`src/rtl/shift_and_subtract_binary_divider.sv`:
```
// Sequential restoring divider: (m+n)-bit dividend / n-bit divisor, one quotient
// bit per clock, MSB first, with a start/busy/done handshake and divide-by-zero flag.
module shift_and_subtract_binary_divider #(
    parameter int m = 8,
    parameter int n = 8
) (
    input  logic             clk,
    input  logic             rst,
    input  logic             start,
    input  logic [m+n-1:0]   A,
    input  logic [n-1:0]     B,
    output logic [m+n-1:0]   Q,
    output logic [n-1:0]     R,
    output logic             busy,
    output logic             done,
    output logic             dbz,
    output logic [1:0]       dbg_state_o
);

    localparam int W  = m + n;
    localparam int CW = $clog2(W + 1);

    typedef enum logic [1:0] {
        S_IDLE = 2'd0,
        S_RUN  = 2'd1,
        S_DONE = 2'd2
    } state_t;

    state_t          state_q;
    logic [W-1:0]    dvd_q;
    logic [n-1:0]    dvs_q;
    logic [n:0]      rem_q;
    logic [W-1:0]    quo_q;
    logic [CW-1:0]   cnt_q;
    logic [W-1:0]    q_q;
    logic [n-1:0]    r_q;
    logic            busy_q;
    logic            done_q;
    logic            dbz_q;

    logic [n:0]      rem_shift;
    logic            sub_ok;
    logic [n:0]      rem_d;
    logic [W-1:0]    quo_d;

    // The partial remainder stays below the divisor, so one extra bit holds
    // the shifted value (at most 2*divisor-1) without overflow.
    always_comb begin
        rem_shift = {rem_q[n-1:0], dvd_q[W-1]};
        sub_ok    = (rem_shift >= {1'b0, dvs_q});
        rem_d     = sub_ok ? (rem_shift - {1'b0, dvs_q}) : rem_shift;
        quo_d     = {quo_q[W-2:0], sub_ok};
    end

    // Handshake: start is accepted on any edge where the block is not in RUN
    // (IDLE or the DONE cycle); busy covers the iterations, done pulses once.
    always_ff @(posedge clk or posedge rst) begin
        if (rst) begin
            state_q <= S_IDLE;
            dvd_q   <= '0;
            dvs_q   <= '0;
            rem_q   <= '0;
            quo_q   <= '0;
            cnt_q   <= '0;
            q_q     <= '0;
            r_q     <= '0;
            busy_q  <= 1'b0;
            done_q  <= 1'b0;
            dbz_q   <= 1'b0;
        end else begin
            done_q <= 1'b0;
            case (state_q)
                S_IDLE, S_DONE: begin
                    state_q <= S_IDLE;
                    if (start) begin
                        if (B == '0) begin
                            q_q     <= '1;
                            r_q     <= A[n-1:0];
                            dbz_q   <= 1'b1;
                            done_q  <= 1'b1;
                            state_q <= S_DONE;
                        end else begin
                            dvd_q   <= A;
                            dvs_q   <= B;
                            rem_q   <= '0;
                            quo_q   <= '0;
                            cnt_q   <= CW'(W);
                            busy_q  <= 1'b1;
                            state_q <= S_RUN;
                        end
                    end
                end
                S_RUN: begin
                    rem_q <= rem_d;
                    dvd_q <= {dvd_q[W-2:0], 1'b0};
                    quo_q <= quo_d;
                    cnt_q <= cnt_q - CW'(1);
                    if (cnt_q == CW'(1)) begin
                        q_q     <= quo_d;
                        r_q     <= rem_d[n-1:0];
                        dbz_q   <= 1'b0;
                        busy_q  <= 1'b0;
                        done_q  <= 1'b1;
                        state_q <= S_DONE;
                    end
                end
                default: state_q <= S_IDLE;
            endcase
        end
    end

    assign Q           = q_q;
    assign R           = r_q;
    assign busy        = busy_q;
    assign done        = done_q;
    assign dbz         = dbz_q;
    assign dbg_state_o = state_q;

endmodule

```
`config.mk`:
```
export PLATFORM = sky130hd
export DESIGN_NAME = shift_and_subtract_binary_divider
export DESIGN_NICKNAME = d
export VERILOG_FILES = /design/src/rtl/shift_and_subtract_binary_divider.sv
export SDC_FILE = /design/constraint.sdc
export NUM_CORES = 1
export LEC_CHECK = 0
export CORE_MARGIN = 2
export CORE_UTILIZATION = 49
export DETAILED_ROUTE_END_ITERATION = 6
export PLACE_DENSITY = 0.76
export SLEW_MARGIN = 10
export SYNTH_ARGS = -nofsm -noshare
export SYNTH_HDL_FRONTEND = slang
export SYNTH_SLANG_ARGS = --single-unit
```
`constraint.sdc`:
```
create_clock -name clk -period 2.45 [get_ports clk]
set_input_delay 0.3675 -clock clk [delete_from_list [all_inputs] [get_ports clk]]
set_output_delay 0.3675 -clock clk [all_outputs]
set_load 0.02 [all_outputs]
```
Word level (Yosys, flattened, before mapping)
Index checks and enable logic that the tools add are counted.
{"block": "word_totals", "ff_bits": 81, "elab_cells": 66, "out_inout_bits": 29}
{"block": "classes", "addsub": 2, "mux": 36, "bitwise": 1, "reduce_logical": 8, "magnitude_cmp": 1, "eq_ne": 7}
{"operator": "16-bit two-way mux", "n": 5}
{"operator": "16-bit one-hot mux with 2 select lines", "n": 2}
{"operator": "8-bit two-way mux", "n": 6}
{"operator": "8-bit one-hot mux with 2 select lines", "n": 2}
{"operator": "15-bit two-way mux", "n": 2}
{"operator": "15-bit one-hot mux with 2 select lines", "n": 1}
{"operator": "5-bit two-way mux", "n": 2}
{"operator": "5-bit one-hot mux with 2 select lines", "n": 1}
{"operator": "9-bit by 8-bit >= comparator with 1-bit output", "n": 1}
{"operator": "8-bit logical NOT", "n": 1}
{"operator": "1-bit two-way mux", "n": 8}
{"operator": "2-bit inequality test, second input constant", "n": 4}
{"operator": "4-bit AND reduction", "n": 2}
{"operator": "8-bit subtractor", "n": 1}
{"operator": "2-bit two-way mux", "n": 3}
{"operator": "1-bit one-hot mux with 2 select lines", "n": 3}
{"operator": "3-bit AND reduction", "n": 2}
{"operator": "5-bit by 1-bit == test with 1-bit output, second input constant", "n": 1}
{"operator": "5-bit by 1-bit subtractor with 5-bit output, second input constant", "n": 1}
{"operator": "2-bit one-hot mux with 2 select lines", "n": 1}
{"operator": "2-bit by 1-bit == test with 1-bit output, second input constant", "n": 1}
{"operator": "2-bit == test, second input constant", "n": 1}
{"operator": "2-bit logical NOT", "n": 1}
{"operator": "2-bit nonzero test", "n": 1}
{"operator": "other kinds (2)", "n": 2}

Depth between registers and ports, before layout
{"block": "logic_depth", "ltp_word": 4, "ltp_mapped": 9, "mapped_depth_nobuf": 9}

Worst setup path before layout
OpenSTA, ideal clock, no wires.
{"block": "synth_path", "path_type": "register to register", "from": "register dvs_q[1]", "to": "register r_q[0], in the netlist R[0]", "n_path_buf": 1, "setup_ns": 0.076, "setup_slack_ns": 0.526, "path_stages_with_launch": 10, "arrival_time_ns": 1.849, "path_cell_list": "dfrtp_1 > inv_1 > ha_1 > nor2b_1 > o21ai_2 > nand3_4 > a21o_1 > buf_6 > mux2_4 > o21ai_2"}
{"block": "synth_between", "elab_chain_len": 4}
{"item": "start, declared", "line": "31", "rtl": "logic [n-1:0] dvs_q;"}
{"item": "start signal, assigned", "line": "61", "rtl": "dvs_q <= '0;"}
{"item": "start signal, assigned", "line": "84", "rtl": "dvs_q <= B;"}
{"item": "9-bit by 8-bit >= comparator with 1-bit output", "line": "50", "rtl": "sub_ok = (rem_shift >= {1'b0, dvs_q});"}
{"item": "8-bit two-way mux", "line": "51", "rtl": "rem_d = sub_ok ? (rem_shift - {1'b0, dvs_q}) : rem_shift;"}
{"item": "8-bit two-way mux", "line": "98", "rtl": "if (cnt_q == CW'(1)) begin"}
{"item": "8-bit one-hot mux with 2 select lines", "line": "72", "rtl": "case (state_q)"}
{"item": "end signal, assigned", "line": "78", "rtl": "r_q <= A[n-1:0];"}
{"item": "end signal, assigned", "line": "100", "rtl": "r_q <= rem_d[n-1:0];"}
{"item": "end, declared", "line": "36", "rtl": "logic [n-1:0] r_q;"}
Every way passes these cells. The select of a mux whose other input is x is not followed.
A chain may end at the register's enable or synchronous reset.

Worst setup path in the final report
{"block": "layout_path", "from": "register rem_q[2]", "to": "register r_q[1], in the netlist R[1]"}
{"block": "layout_between", "elab_chain_len": 4}
{"item": "start, declared", "line": "32", "rtl": "logic [n:0] rem_q;"}
{"item": "start signal, assigned", "line": "94", "rtl": "rem_q <= rem_d;"}
{"item": "9-bit by 8-bit >= comparator with 1-bit output", "line": "50"}
{"item": "8-bit two-way mux", "line": "51"}
{"item": "8-bit two-way mux", "line": "98"}
{"item": "8-bit one-hot mux with 2 select lines", "line": "72"}
Every way passes these cells. The select of a mux whose other input is x is not followed.

==> flow_summary.json <==
{
  "gr-total-overflow": 0,
  "period_needed_ns": 2.18,
  "rr_worst_depth": 7,
  "drt_wl_total_um": 8420,
  "grt_max_degree": 82,
  "die_h_um": 91.7,
  "fp.dieArea_um2": 8410,
  "hold_viol_final": 0,
  "drive_gt1_share_pct": 10.2,
  "slew_headroom_pct": 58.0,
  "cts.clk_slew.worst_paths_ns": 0.09,
  "die-width_um": 91.7,
  "ys_seq_area_share_pct": 53.7,
  "grt_pass1_vias": 3027,
  "clock_sinks": 81,
  "timing.hold.ws_ns": 0.408,
  "layout.nets": 492,
  "dp_cells": 542,
  "grt_use_total_pct": 21.7,
  "cp.required_ns": 2.74,
  "setup_viol_count_final": 0,
  "worstPathArrival_ns": 2.47,
  "syn_area_per_cell_um2": 9.50,
  "ctsResizeCount": 0,
  "wl_per_cell_um": 15.1,
  "design_area_um2": 4730,
  "fin_ws_ns": 0.271,
  "power.share.switching_pct": 41.2,
  "synth_warnings": 0,
  "grt_antenna_before_repair": 0,
  "pre_cts_ws_ns": 0.277,
  "r2r_setup_slack_ns": 0.27,
  "cap_violations": 0,
  "vias": 3028,
  "worst_path_max_delay_cell": "dfrtp_1",
  "viasPerCell": 5.43,
  "postCtsHoldBufs": 0,
  "rsz0062_at_grt": "no",
  "drc": 0,
  "power_density_nw_per_um2": 1480,
  "drt_iter0_markers": 215,
  "tightest_slew_ns": 0.630,
  "core_um2": 7370,
  "globalplace.congestion": 0.877,
  "hp-class": "in2async",
  "crit_type": "reg2reg",
  "synthCells": 397,
  "worstReg2RegStart": "rem_q[2]",
  "clock_latency_ns": 0.36,
  "p_int_mw": 4.13,
  "comb_power_share_pct": 50.0,
  "syn_area_um2": 3770,
  "grt_pass1_wl_um": 14700,
  "rows": 31,
  "cts_setup_buffers": 0,
  "syn_nets": 435,
  "final_cell_count_no_fill": 558,
  "setup_tns_ns": 0,
  "cts_tree": "yes",
  "postRouteAntennaNets": 0,
  "crit_path_max_fanout": 6,
  "numCtsBuffers": 9,
  "synth_flop_cell": "dfrtp_1",
  "synth_async_sr_flop_share_pct": 100,
  "final_core_util_pct": 64.2,
  "cts_max_level": 3,
  "leakagePower_nw": 2.09,
  "ios": 56,
  "maxSlewViolCount": 0,
  "pwr-share-clk_pct": 16.0,
  "switchingPower_mw": 2.88,
  "syn_to_final_growth_pct": 25.5,
  "worstSetupEndpointType": "flop",
  "max_freq_mhz": 459,
  "r2r_end": "R[1]",
  "root_buffer": "clkbuf_8",
  "synth_edf_count": 0,
  "p_seq_share_pct": 34.0,
  "run_status": "completed",
  "ys_ff_latch": 81,
  "clock_skew_ns": 0.0150,
  "portBuffers": 55,
  "initial_core_util_pct": 51.2,
  "hpwl_um": 5810,
  "place_area_um2": 4500,
  "vdd_drop_max_uv": 637,
  "synth.distinct_cells": 38,
  "path_cells": "ha_1 > and3_4 > nand4_2 > nand3_2 > a21o_1 > mux2_4 > o21ai_2",
  "n_antenna_cell": 0,
  "period_share_pct": 88.9,
  "drtPass1Iterations": 5,
  "power.total_mw": 7.01,
  "cts_buffer_depth": 2,
  "worst_path_largest_cell_delay_ns": 0.42,
  "start_kind": "flop"
}
final cells by class:
class                   instances  area (um2)
flip-flops and latches         81        2030
clock buffers                   9         124
repair buffers                 71         721
well taps                      99         124
clock inverters                 7         111
multi-input cells             277        1580
fillers                       606        2640
inverters                      14        52.6
routing by layer:
layer	global-route usage (%)	vias to the layer above	share of wire, %
li1	-	1475	-
met1	31.6	1456	47
met2	33.1	85	47
met3	3.45	12	5.1
met4	8.08	0	1.4
met5	0	-	0
state kept, by name (all words and copies together), names as in the netlist:
register,count
dbz,1
cnt_q,5
quo_q,15
dvs_q,8
dvd_q,16
R,8
done,1
dbg_state_o,2
busy,1
Q,16
rem_q,8
cells in the mapped netlist, types with 3 or more instances:
cell	number	share of area [%]
o21ai_2	5	1.2
a31oi_1	19	3.2
a21oi_1	7	0.93
o21ai_1	25	3.3
mux2i_1	5	1.3
nor2_1	31	3.1
clkbuf_1	14	1.4
ha_1	10	3.3
buf_2	8	1.1
nand3_1	16	2.1
o22a_1	15	3.5
nor2b_1	3	0.50
nor4_1	3	0.50
inv_1	14	1.4
nand2b_1	4	0.66
o21ai_0	17	2.3
dfrtp_1	81	54
xor2_1	3	0.70
nand2_1	91	9.1
power groups by stage:
stage | sequential, mW | clock [mW] | combinational (mW)
6_report | 2.39 | 1.12 | 3.50
5_1_grt | 2.47 | 1.20 | 3.91
4_1_cts | 2.38 | 1.14 | 3.52
3_5_place_dp | 2.40 | 0 | 3.50
3_3_place_gp | 2.39 | 0 | 3.37
2_1_floorplan | 2.56 | 0 | 2.22
cells by family (layout without fill, tap and decap cells):
family / count (synthesis) / after routing / share of synthesized area, %
and+or+nand+nor: 159 / 159 / 18.7
muxes: 8 / 8 / 2.42
AOI/OAI and AO/OA: 94 / 94 / 15.5
adders and majority gates: 11 / 11 / 3.85
buffers and inverters: 39 / 101 / 4.55
xor gates and xnor gates: 5 / 5 / 1.16
DFF: 81 / 81 / 53.7
critical path, delay by kind of cell, from the launching register on:
family                     cells  cell delay (ns)
and+or+nand+nor                3             0.51
muxes                          1             0.36
AOI/OAI and AO/OA              2             0.42
adders and majority gates      1             0.40
DFF                            1             0.42
worst max-delay path by stage:
| stage | cells past startpoint | from | end | slack (ns) |
|---|---|---|---|---|
| after CTS | 7 | rem_q[2] | R[1] | 0.30 |
| after detailed placement | 8 | B[0] | Q[9] | 0.28 |
| after floorplan | 1 | rst | Q[0] | 0.002 |
| after global placement | 8 | B[0] | dvd_q[15] | 0.19 |
| after global routing | 7 | rem_q[2] | rem_q[3] | 0.17 |
| final | 7 | rem_q[2] | R[1] | 0.27 |
cell usage in the layout (no fill, tap or decap), types with 2 or more instances in the layout:
master | netlist | layout
a21o_1 | 2 | 2
a21oi_1 | 7 | 7
a31oi_1 | 19 | 19
and2_1 | 2 | 2
and3_4 | 2 | 2
buf_12 | 0 | 4
buf_4 | 2 | 12
bufinv_16 | 0 | 2
clkbuf_8 | 0 | 9
clkdlybuf4s50_1 | 0 | 55
clkinv_4 | 0 | 2
dfrtp_1 | 81 | 81
ha_1 | 10 | 10
inv_1 | 14 | 13
inv_6 | 0 | 2
mux2_4 | 2 | 2
mux2i_1 | 5 | 5
nand2_1 | 91 | 91
nand2b_1 | 4 | 3
nand3_1 | 16 | 16
nor2_1 | 31 | 31
nor2b_1 | 3 | 3
nor3_1 | 2 | 2
nor4_1 | 3 | 3
o21ai_0 | 17 | 17
o21ai_1 | 25 | 25
o21ai_2 | 5 | 5
o22a_1 | 15 | 15
xnor2_1 | 2 | 2
xor2_1 | 3 | 3
(Power assumes the default switching activity.)
